## src/rtl/round_key_arbiter.sv

```systemverilog
// Round-key arbiter: shares one key scheduler between encryptor and
// decryptor with round-robin ownership and a 2-stage read pipeline.
module round_key_arbiter #(
   parameter int unsigned KEY_W   = 128,
   parameter int unsigned SEL_W   = 4,
   parameter int unsigned LAST_RK = 10
) (
   input  logic             Clk,
   input  logic             Rst,
   input  logic             NewKey,
   output logic             KeyEn,
   input  logic             KeyRy,
   output logic [SEL_W-1:0] SchedSelKey,
   input  logic [KEY_W-1:0] SchedKey,
   input  logic             EncReq,
   input  logic             DecReq,
   output logic             EncGnt,
   output logic             DecGnt,
   input  logic             EncRdEn,
   input  logic [SEL_W-1:0] EncSelKey,
   input  logic             DecRdEn,
   input  logic [SEL_W-1:0] DecSelKey,
   output logic [KEY_W-1:0] RdKey,
   output logic             EncRdVld,
   output logic             DecRdVld,
   output logic             Err
);

   typedef enum logic [2:0] {
      EXPAND,
      WAIT_KEY,
      IDLE,
      GNT_ENC,
      GNT_DEC
   } state_t;

   state_t             state_q, state_d;
   logic               rr_q, rr_d;
   logic               nk_q, nk_d;
   logic               key_en_q, key_en_d;
   logic               s1_vld_q, s1_vld_d;
   logic               s1_enc_q, s1_enc_d;
   logic               s1_bad_q, s1_bad_d;
   logic [SEL_W-1:0]   sel_q, sel_d;
   logic [KEY_W-1:0]   key_q, key_d;
   logic               enc_vld_q, enc_vld_d;
   logic               dec_vld_q, dec_vld_d;
   logic               err_q, err_d;

   logic               pipe_empty;
   logic               rd_go;
   logic               rd_enc;
   logic [SEL_W-1:0]   rd_sel;
   logic               rd_bad;

   assign pipe_empty = !s1_vld_q && !enc_vld_q && !dec_vld_q;

   // Next state: expansion handshake, round-robin grant, NewKey latch.
   // KeyRy is ignored while KeyEn is still high so a stale ready level
   // from the previous expansion cannot end the wait early.
   always_comb begin
      state_d = state_q;
      rr_d    = rr_q;
      nk_d    = nk_q | NewKey;
      case (state_q)
         EXPAND: begin
            state_d = WAIT_KEY;
            nk_d    = 1'b0;
         end
         WAIT_KEY: begin
            if (KeyRy && !key_en_q) state_d = IDLE;
         end
         IDLE: begin
            if (nk_q || NewKey) begin
               if (pipe_empty) begin
                  state_d = EXPAND;
                  nk_d    = 1'b0;
               end
            end else if (EncReq && (!DecReq || !rr_q)) begin
               state_d = GNT_ENC;
               rr_d    = 1'b1;
            end else if (DecReq) begin
               state_d = GNT_DEC;
               rr_d    = 1'b0;
            end
         end
         GNT_ENC: begin
            if (!EncReq) state_d = IDLE;
         end
         GNT_DEC: begin
            if (!DecReq) state_d = IDLE;
         end
         default: state_d = EXPAND;
      endcase
   end

   // Read pipeline: stage 1 drives the scheduler index, stage 2 captures
   // the returned key. Out-of-range indices keep the old index.
   always_comb begin
      rd_enc    = (state_q == GNT_ENC);
      rd_go     = (rd_enc && EncRdEn) ||
                  ((state_q == GNT_DEC) && DecRdEn);
      rd_sel    = rd_enc ? EncSelKey : DecSelKey;
      rd_bad    = (32'(rd_sel) > LAST_RK);
      key_en_d  = (state_q == EXPAND);
      s1_vld_d  = rd_go;
      s1_enc_d  = rd_enc;
      s1_bad_d  = rd_bad;
      sel_d     = (rd_go && !rd_bad) ? rd_sel : sel_q;
      key_d     = key_q;
      if (s1_vld_q) key_d = s1_bad_q ? '0 : SchedKey;
      enc_vld_d = s1_vld_q && s1_enc_q;
      dec_vld_d = s1_vld_q && !s1_enc_q;
      err_d     = err_q || (s1_vld_q && s1_bad_q);
   end

   // State and pipeline registers, all cleared by the async reset.
   always_ff @(posedge Clk or negedge Rst) begin
      if (!Rst) begin
         state_q   <= EXPAND;
         rr_q      <= 1'b0;
         nk_q      <= 1'b0;
         key_en_q  <= 1'b0;
         s1_vld_q  <= 1'b0;
         s1_enc_q  <= 1'b0;
         s1_bad_q  <= 1'b0;
         sel_q     <= '0;
         key_q     <= '0;
         enc_vld_q <= 1'b0;
         dec_vld_q <= 1'b0;
         err_q     <= 1'b0;
      end else begin
         state_q   <= state_d;
         rr_q      <= rr_d;
         nk_q      <= nk_d;
         key_en_q  <= key_en_d;
         s1_vld_q  <= s1_vld_d;
         s1_enc_q  <= s1_enc_d;
         s1_bad_q  <= s1_bad_d;
         sel_q     <= sel_d;
         key_q     <= key_d;
         enc_vld_q <= enc_vld_d;
         dec_vld_q <= dec_vld_d;
         err_q     <= err_d;
      end
   end

   assign KeyEn       = key_en_q;
   assign EncGnt      = (state_q == GNT_ENC);
   assign DecGnt      = (state_q == GNT_DEC);
   assign SchedSelKey = sel_q;
   assign RdKey       = key_q;
   assign EncRdVld    = enc_vld_q;
   assign DecRdVld    = dec_vld_q;
   assign Err         = err_q;

endmodule
```

## config.mk

```make
export PLATFORM = sky130hd
export DESIGN_NAME = round_key_arbiter
export DESIGN_NICKNAME = d
export VERILOG_FILES = /design/src/rtl/round_key_arbiter.sv
export SDC_FILE = /design/constraint.sdc
export NUM_CORES = 1
export LEC_CHECK = 0
export BUFFER_PORTS_ARGS = -buffer_cell sky130_fd_sc_hd__buf_4
export CAP_MARGIN = 20
export CORE_ASPECT_RATIO = 0.7
export CORE_MARGIN = 1
export CORE_UTILIZATION = 47
export CTS_BUF_LIST = sky130_fd_sc_hd__clkbuf_2 sky130_fd_sc_hd__clkbuf_4 sky130_fd_sc_hd__clkbuf_8
export DETAILED_ROUTE_END_ITERATION = 16
export MAX_ROUTING_LAYER = met4
export PLACE_DENSITY = 0.81
export SLEW_MARGIN = 30
export SYNTH_ARGS = -nofsm -noshare
export SYNTH_HDL_FRONTEND = slang
export SYNTH_SLANG_ARGS = --single-unit
export TNS_END_PERCENT = 30
```

## constraint.sdc

```tcl
create_clock -name Clk -period 2 [get_ports Clk]
set_input_delay 0.6 -clock Clk [delete_from_list [all_inputs] [get_ports Clk]]
set_output_delay 0.6 -clock Clk [all_outputs]
set_load 0.01 [all_outputs]
```

=== Word-level counts from Yosys, hierarchy flattened ===
Index checks and enable logic that the tools add are counted.

* Memories kept: 0
* Logic and storage cells: 65
* Latch bits: 0
* Register bits: 144
* Input port bits: 144
* Output and inout port bits: 138
* ROM bits: 0
* RAM bits: 0

* Order comparisons: 1
* Shifts and indexed selects: 0
* Multiply operators: 0
* Mux-type cells: 15
* Reduce and logical (&&, ||, !) cells: 26
* Add/subtract/negate cells: 0
* Equal/unequal tests: 9
* Bitwise operators: 2
* Divide/modulo/power cells: 0

{| class="wikitable"
|+ Operators by type and width
! cell !! number
|-
| 128-bit two-way mux || 1
|-
| 3-bit two-way mux || 7
|-
| 3-bit one-hot mux with 5 select lines || 1
|-
| 1-bit logical AND || 10
|-
| 1-bit zero test || 8
|-
| 3-bit by 2-bit == test with 1-bit output (second input constant) || 2
|-
| 2-bit inequality test (second input constant) || 3
|-
| 5-bit AND reduction || 1
|-
| 4-bit greater-than comparator (second input constant) || 1
|-
| 1-bit logical OR || 4
|-
| 1-bit two-way mux || 4
|-
| 4-bit two-way mux || 1
|-
| 4-bit inequality test (second input constant) || 1
|-
| 3-bit by 1-bit == test with 1-bit output (second input constant) || 1
|-
| 3-bit == test (second input constant) || 1
|-
| 3-bit zero test || 1
|-
| 3-bit inequality test (second input constant) || 1
|-
| 3-bit AND reduction || 1
|-
| 1-bit one-hot mux with 2 select lines || 1
|-
| 2-bit nonzero test || 1
|-
| 1-bit inverter || 1
|-
| 1-bit bitwise OR || 1
|}

=== Longest topological paths before layout ===
* Depth in word-level cells: 6
* Gate-level depth with buffers: 7
* Depth with buffers taken out: 4

=== Worst setup path before layout ===
OpenSTA, ideal clock, no wires.

* Path kind: register to register
* Start point: register state_q[0]
* End point: register sel_q[0], in the netlist SchedSelKey[0]
* Data arrival time: 1.515 ns
* Setup slack: 0.360 ns
* Setup time: 0.125 ns
* Buffers on the path: 2
* Cell stages (with the launch flop): 7
* Data required time: 1.875 ns
* Clock period less this slack: 1.640 ns
* Cell sequence: dfrtp_1 clkbuf_2 and3b_1 buf_6 o32ai_4 nand2b_4 mux2_4

* Word-level cells in the longest chain between the ends: 5
* Elaborated cells between the ends (all ways): 9
* Classes of those cells: order compare (1); eq/ne (2); mux (1); reduce/logical (5)

{| class="wikitable"
|+ Ends and longest elaborated chain
! item !! RTL line !! source
|-
| start, declared || 37 || <nowiki>state_t state_q, state_d;</nowiki>
|-
| start signal, assigned || 133 || <nowiki>state_q <= state_d;</nowiki>
|-
| 3-bit by 2-bit == test with 1-bit output || - ||
|-
| named net EncGnt || 17 || <nowiki>output logic EncGnt,</nowiki>
|-
| 4-bit two-way mux || 103 || <nowiki>rd_sel = rd_enc ? EncSelKey : DecSelKey;</nowiki>
|-
| 4-bit greater-than comparator || 104 || <nowiki>rd_bad = (32'(rd_sel) > LAST_RK);</nowiki>
|-
| named net rd_bad || 54 || <nowiki>logic rd_bad;</nowiki>
|-
| 1-bit zero test || 109 || <nowiki>sel_d = (rd_go && !rd_bad) ? rd_sel : sel_q;</nowiki>
|-
| 1-bit logical AND || 109 ||
|-
| end signal, assigned || 140 || <nowiki>sel_q <= sel_d;</nowiki>
|-
| end, declared || 44 || <nowiki>logic [SEL_W-1:0] sel_q, sel_d;</nowiki>
|}

The timed path passes the listed nets, and every way through them passes these cells.
A chain may end at the register's enable or synchronous reset.

=== Worst setup path in the final report ===
* Start point: register state_q[1]
* End point: output port DecGnt

* Word-level cells in the longest chain between the ends: 1

{| class="wikitable"
|+ Ends and longest elaborated chain
! item !! RTL line !! source
|-
| 3-bit == test || 150 || <nowiki>assign DecGnt = (state_q == GNT_DEC);</nowiki>
|-
| end, declared || 18 || <nowiki>output logic DecGnt,</nowiki>
|}

Every way passes these cells.

==> metrics.log <==
[metrics] TritonCTS clock tree: built
[metrics] Clock Latency Late Sink: between 0.4 and 0.5 ns
[metrics] period utilization: 98.39%
[metrics] via density per instance: between 4 and 5
[metrics] number of placement rows: 33
[metrics] Worst Setup End Kind: output pin
[metrics] total CTS buffers: 17
[metrics] total count of max-transition violations in the final report: 0
[metrics] synthesized netlist net count: around 750
[metrics] final setup violation count: 0
[metrics] mean routed wirelength per cell: between 10 and 15 µm
[metrics] detailed placement HPWL: 10.43 mm
[metrics] category of the worst setup path launch point: flop
[metrics] crit path time final: 1.968 ns
[metrics] Layout Nets: 1031
[metrics] total of warnings raised by yosys: 0
[metrics] initial antenna violation count: 0
[metrics] count of maximum capacitance violations: 0
[metrics] worst-path fanout max: 8
[metrics] routed wire length: 14.71 mm
[metrics] achievable clock frequency: about 510 MHz
[metrics] Non-Filler Instances: 1056
[metrics] setup repair after global routing missed its margin: true
[metrics] total iterations of the first detailed-routing run: 4
[metrics] dpl ws: 0.3028 ns
[metrics] Synth Cell Area: 0.005699 mm²
[metrics] antenna-violating nets left: 0
[metrics] via count: 4856
[metrics] number of diodes added for antenna fixing: 0
[metrics] Least-Margin Pin Slew: 0.3890 ns
[metrics] vias in the first global route: 4580
[metrics] chip height: 94.13 µm
[metrics] root buffer cell: sky130_fd_sc_hd__clkbuf_8
[metrics] startpoint-to-endpoint class of the critical path: flop to output pin
[metrics] number of instances in the synthesized netlist: 607
[metrics] number of hold-slack violations in the final timing report: 0
[metrics] final routed DRC violation total: 0
[metrics] worst clock skew: approximately 0.012 ns
[metrics] deepest clock path buffer count: 2
[metrics] num ports: 282
[metrics] number of port buffers: 281
[metrics] Remaining Overflow, GRT: 0
[metrics] Setup WS post-layout: 0.03224 ns
[metrics] static leakage power: 4.343 nW
[metrics] clock-pin slew on the worst setup and hold paths: 0.08 ns
[metrics] Die Footprint: roughly 0.013 mm²
[metrics] Total Routing Usage GR: between 20% and 30%
[metrics] CP Data Arrival Time: 1.37 ns
[metrics] wire length of the first global-routing pass: between 20 and 25 mm
[metrics] distinct cell type count after synthesis: 32
[metrics] fraction of layout instances using a drive strength above 1: 37.60%
[metrics] register bit count reported by yosys: 144
[metrics] Required @ worst endpoint: 1.40 ns
[metrics] Power, Total: 12.26 mW
[metrics] Placed Instances: 1020
[metrics] Initial Utilization: 48.43%
[metrics] Die Wd: 133.6 µm
[metrics] Pwr per Cell Area: 1445 mW/mm²
[metrics] filler cell count in the final layout: 872
[metrics] top library cells by usage in the layout, fill and taps aside: 286 x sky130_fd_sc_hd__buf_4, 142 x sky130_fd_sc_hd__dfrtp_1, 130 x sky130_fd_sc_hd__inv_1
[metrics] worst relative slew slack: 74.07%
[metrics] area growth from synthesis to layout: 48.83%
[metrics] CTS Sinks: 144
[metrics] highest ir drop seen on vdd: 0.0009512 V
[metrics] placer congestion estimate: roughly 0.80
[metrics] Avg Inst Size Synth: between 9 and 10 µm²
[metrics] worst min-delay path class: primary input to asynchronous set/reset pin
[metrics] largest net degree at the start of global routing: around 110
[metrics] status: completed
[metrics] hold_buf cts: 0
[metrics] core outline area: 0.01177 mm²
[metrics] sequential area share after synthesis: 63.23%
[metrics] Max H-tree Level: 4
[metrics] commonest non-fill, non-tap cell in the layout: sky130_fd_sc_hd__buf_4
[metrics] initial drt markers: 185
==> logic make-up after synthesis <==
| group | Yosys count | synth area share [%] |
|---|---|---|
| muxes | 6 | 1.383 |
| buffers and inverters | 162 | 10.95 |
| DFF | 144 | 63.23 |
| and+or+nand+nor | 150 | 10.89 |
| AOI/OAI and AO/OA | 145 | 13.55 |
==> cell type report <==
| type | instances | area [µm²] | area share (%) |
|---|---|---|---|
| Sequential cell | 144 | 3608 | 42.54 |
| Timing Repair Buffer | 293 | 2270 | 26.76 |
| Multi-Input combinational cell | 301 | 1486 | 17.52 |
| Inverter | 130 | 488.0 | 5.753 |
| Clock buffer | 19 | 249.0 | 2.936 |
| Tap cell | 157 | 196.4 | 2.316 |
| Clock inverter | 12 | 183.9 | 2.168 |
==> sequential cells by signal (all words and copies together) (netlist names) <==
name / count
s1_vld_q: 1
s1_bad_q: 1
rr_q: 1
Err: 1
RdKey: 128
KeyEn: 1
state_q: 3
nk_q: 1
EncRdVld: 1
s1_enc_q: 1
SchedSelKey: 4
DecRdVld: 1
==> path summary, 6_finish.rpt <==
check / slack (ns) / depth (start not counted) / to / from
setup / recovery: 0.03 / 3 / DecGnt / state_q[1]
hold / removal: 0.04 / 1 / RdKey[54] / Rst
setup reg to reg: 0.18 / 6 / SchedSelKey[1] / state_q[1]
hold reg to reg: 0.43 / 1 / DecRdVld / s1_enc_q
max in group asynchronous: 1.32 / 2 / s1_vld_q / Rst
min in group Clk: 0.37 / 3 / RdKey[79] / SchedKey[79]
==> synthesized netlist by cell type <==
cell type                  instances  share of area [%]
sky130_fd_sc_hd__nor3_1            2               0.18
sky130_fd_sc_hd__and2_1            1               0.11
sky130_fd_sc_hd__clkbuf_1         23                1.5
sky130_fd_sc_hd__nand2_1         129                8.5
sky130_fd_sc_hd__a21o_1            1               0.13
sky130_fd_sc_hd__nor3b_2           1               0.22
sky130_fd_sc_hd__mux2_2            3               0.59
sky130_fd_sc_hd__o22ai_1           1               0.11
sky130_fd_sc_hd__nor2_1            4               0.26
sky130_fd_sc_hd__o21ai_0         129                 11
sky130_fd_sc_hd__a311oi_1          1               0.15
sky130_fd_sc_hd__nor2b_1           4               0.44
sky130_fd_sc_hd__buf_2             6               0.53
sky130_fd_sc_hd__nor4_1            1               0.11
sky130_fd_sc_hd__inv_1           130                8.6
sky130_fd_sc_hd__o21a_1            2               0.26
sky130_fd_sc_hd__nand2b_4          1               0.24
sky130_fd_sc_hd__a21oi_1           6               0.53
sky130_fd_sc_hd__buf_6             1               0.20
sky130_fd_sc_hd__a22o_2            1               0.18
sky130_fd_sc_hd__nand3_1           1              0.088
sky130_fd_sc_hd__and3_1            1               0.11
sky130_fd_sc_hd__a31oi_1           2               0.22
sky130_fd_sc_hd__mux2_4            3               0.79
sky130_fd_sc_hd__nand2b_1          3               0.33
sky130_fd_sc_hd__dfrtp_1         144                 63
sky130_fd_sc_hd__buf_1             1              0.066
sky130_fd_sc_hd__and3b_1           1               0.15
sky130_fd_sc_hd__o32ai_4           1               0.48
sky130_fd_sc_hd__a32oi_1           1               0.15
sky130_fd_sc_hd__clkbuf_2          1              0.088
sky130_fd_sc_hd__nand4b_1          1               0.15
==> worst max-delay path: stages, from the launching register on <==
cell and delay [ns]:
sky130_fd_sc_hd__dfrtp_1 0.41, sky130_fd_sc_hd__buf_6 0.15, sky130_fd_sc_hd__nor3b_4 0.23, sky130_fd_sc_hd__buf_4 0.16
==> stage by stage <==
| stage | hold slack [ns] | TNS, ns | util [%] | instance area (µm²) |
|---|---|---|---|---|
| after floorplan | 0.3044 | 0 | - | 5699 |
| after global placement | 0.4126 | 0 | 67.97 | 7999 |
| after detailed placement | 0.4260 | 0 | 67.97 | 7999 |
| after CTS | 0.01110 | -0.01237 | 71.79 | 8448 |
| after global routing | 0.01758 | -0.03568 | 72.08 | 8482 |
| final | 0.03504 | 0 | 72.08 | 8482 |
==> per-layer routing <==
layer | part of all wire, % | vias to the layer above | GRT usage (%)
li1 | - | 2417 | -
met1 | 43 | 2232 | 31.23
met2 | 48 | 184 | 39.11
met3 | 6.8 | 23 | 6.257
met4 | 1.8 | 0 | 8.712
met5 | 0 | - | -
==> what timing repair did <==
action	in CTS	in global routing
endpoints found under the setup margin	2	1
setup buffers	1	4
gates resized for setup	3	1
pin swaps	1	1
==> power by group <==
part           switching (mW)  internal [mW]
sequential              0.764           4.19
combinational            2.40           2.42
clock                    1.09           1.39
total                    4.26           8.00
No activity file was read; power rests on OpenSTA's default activity.
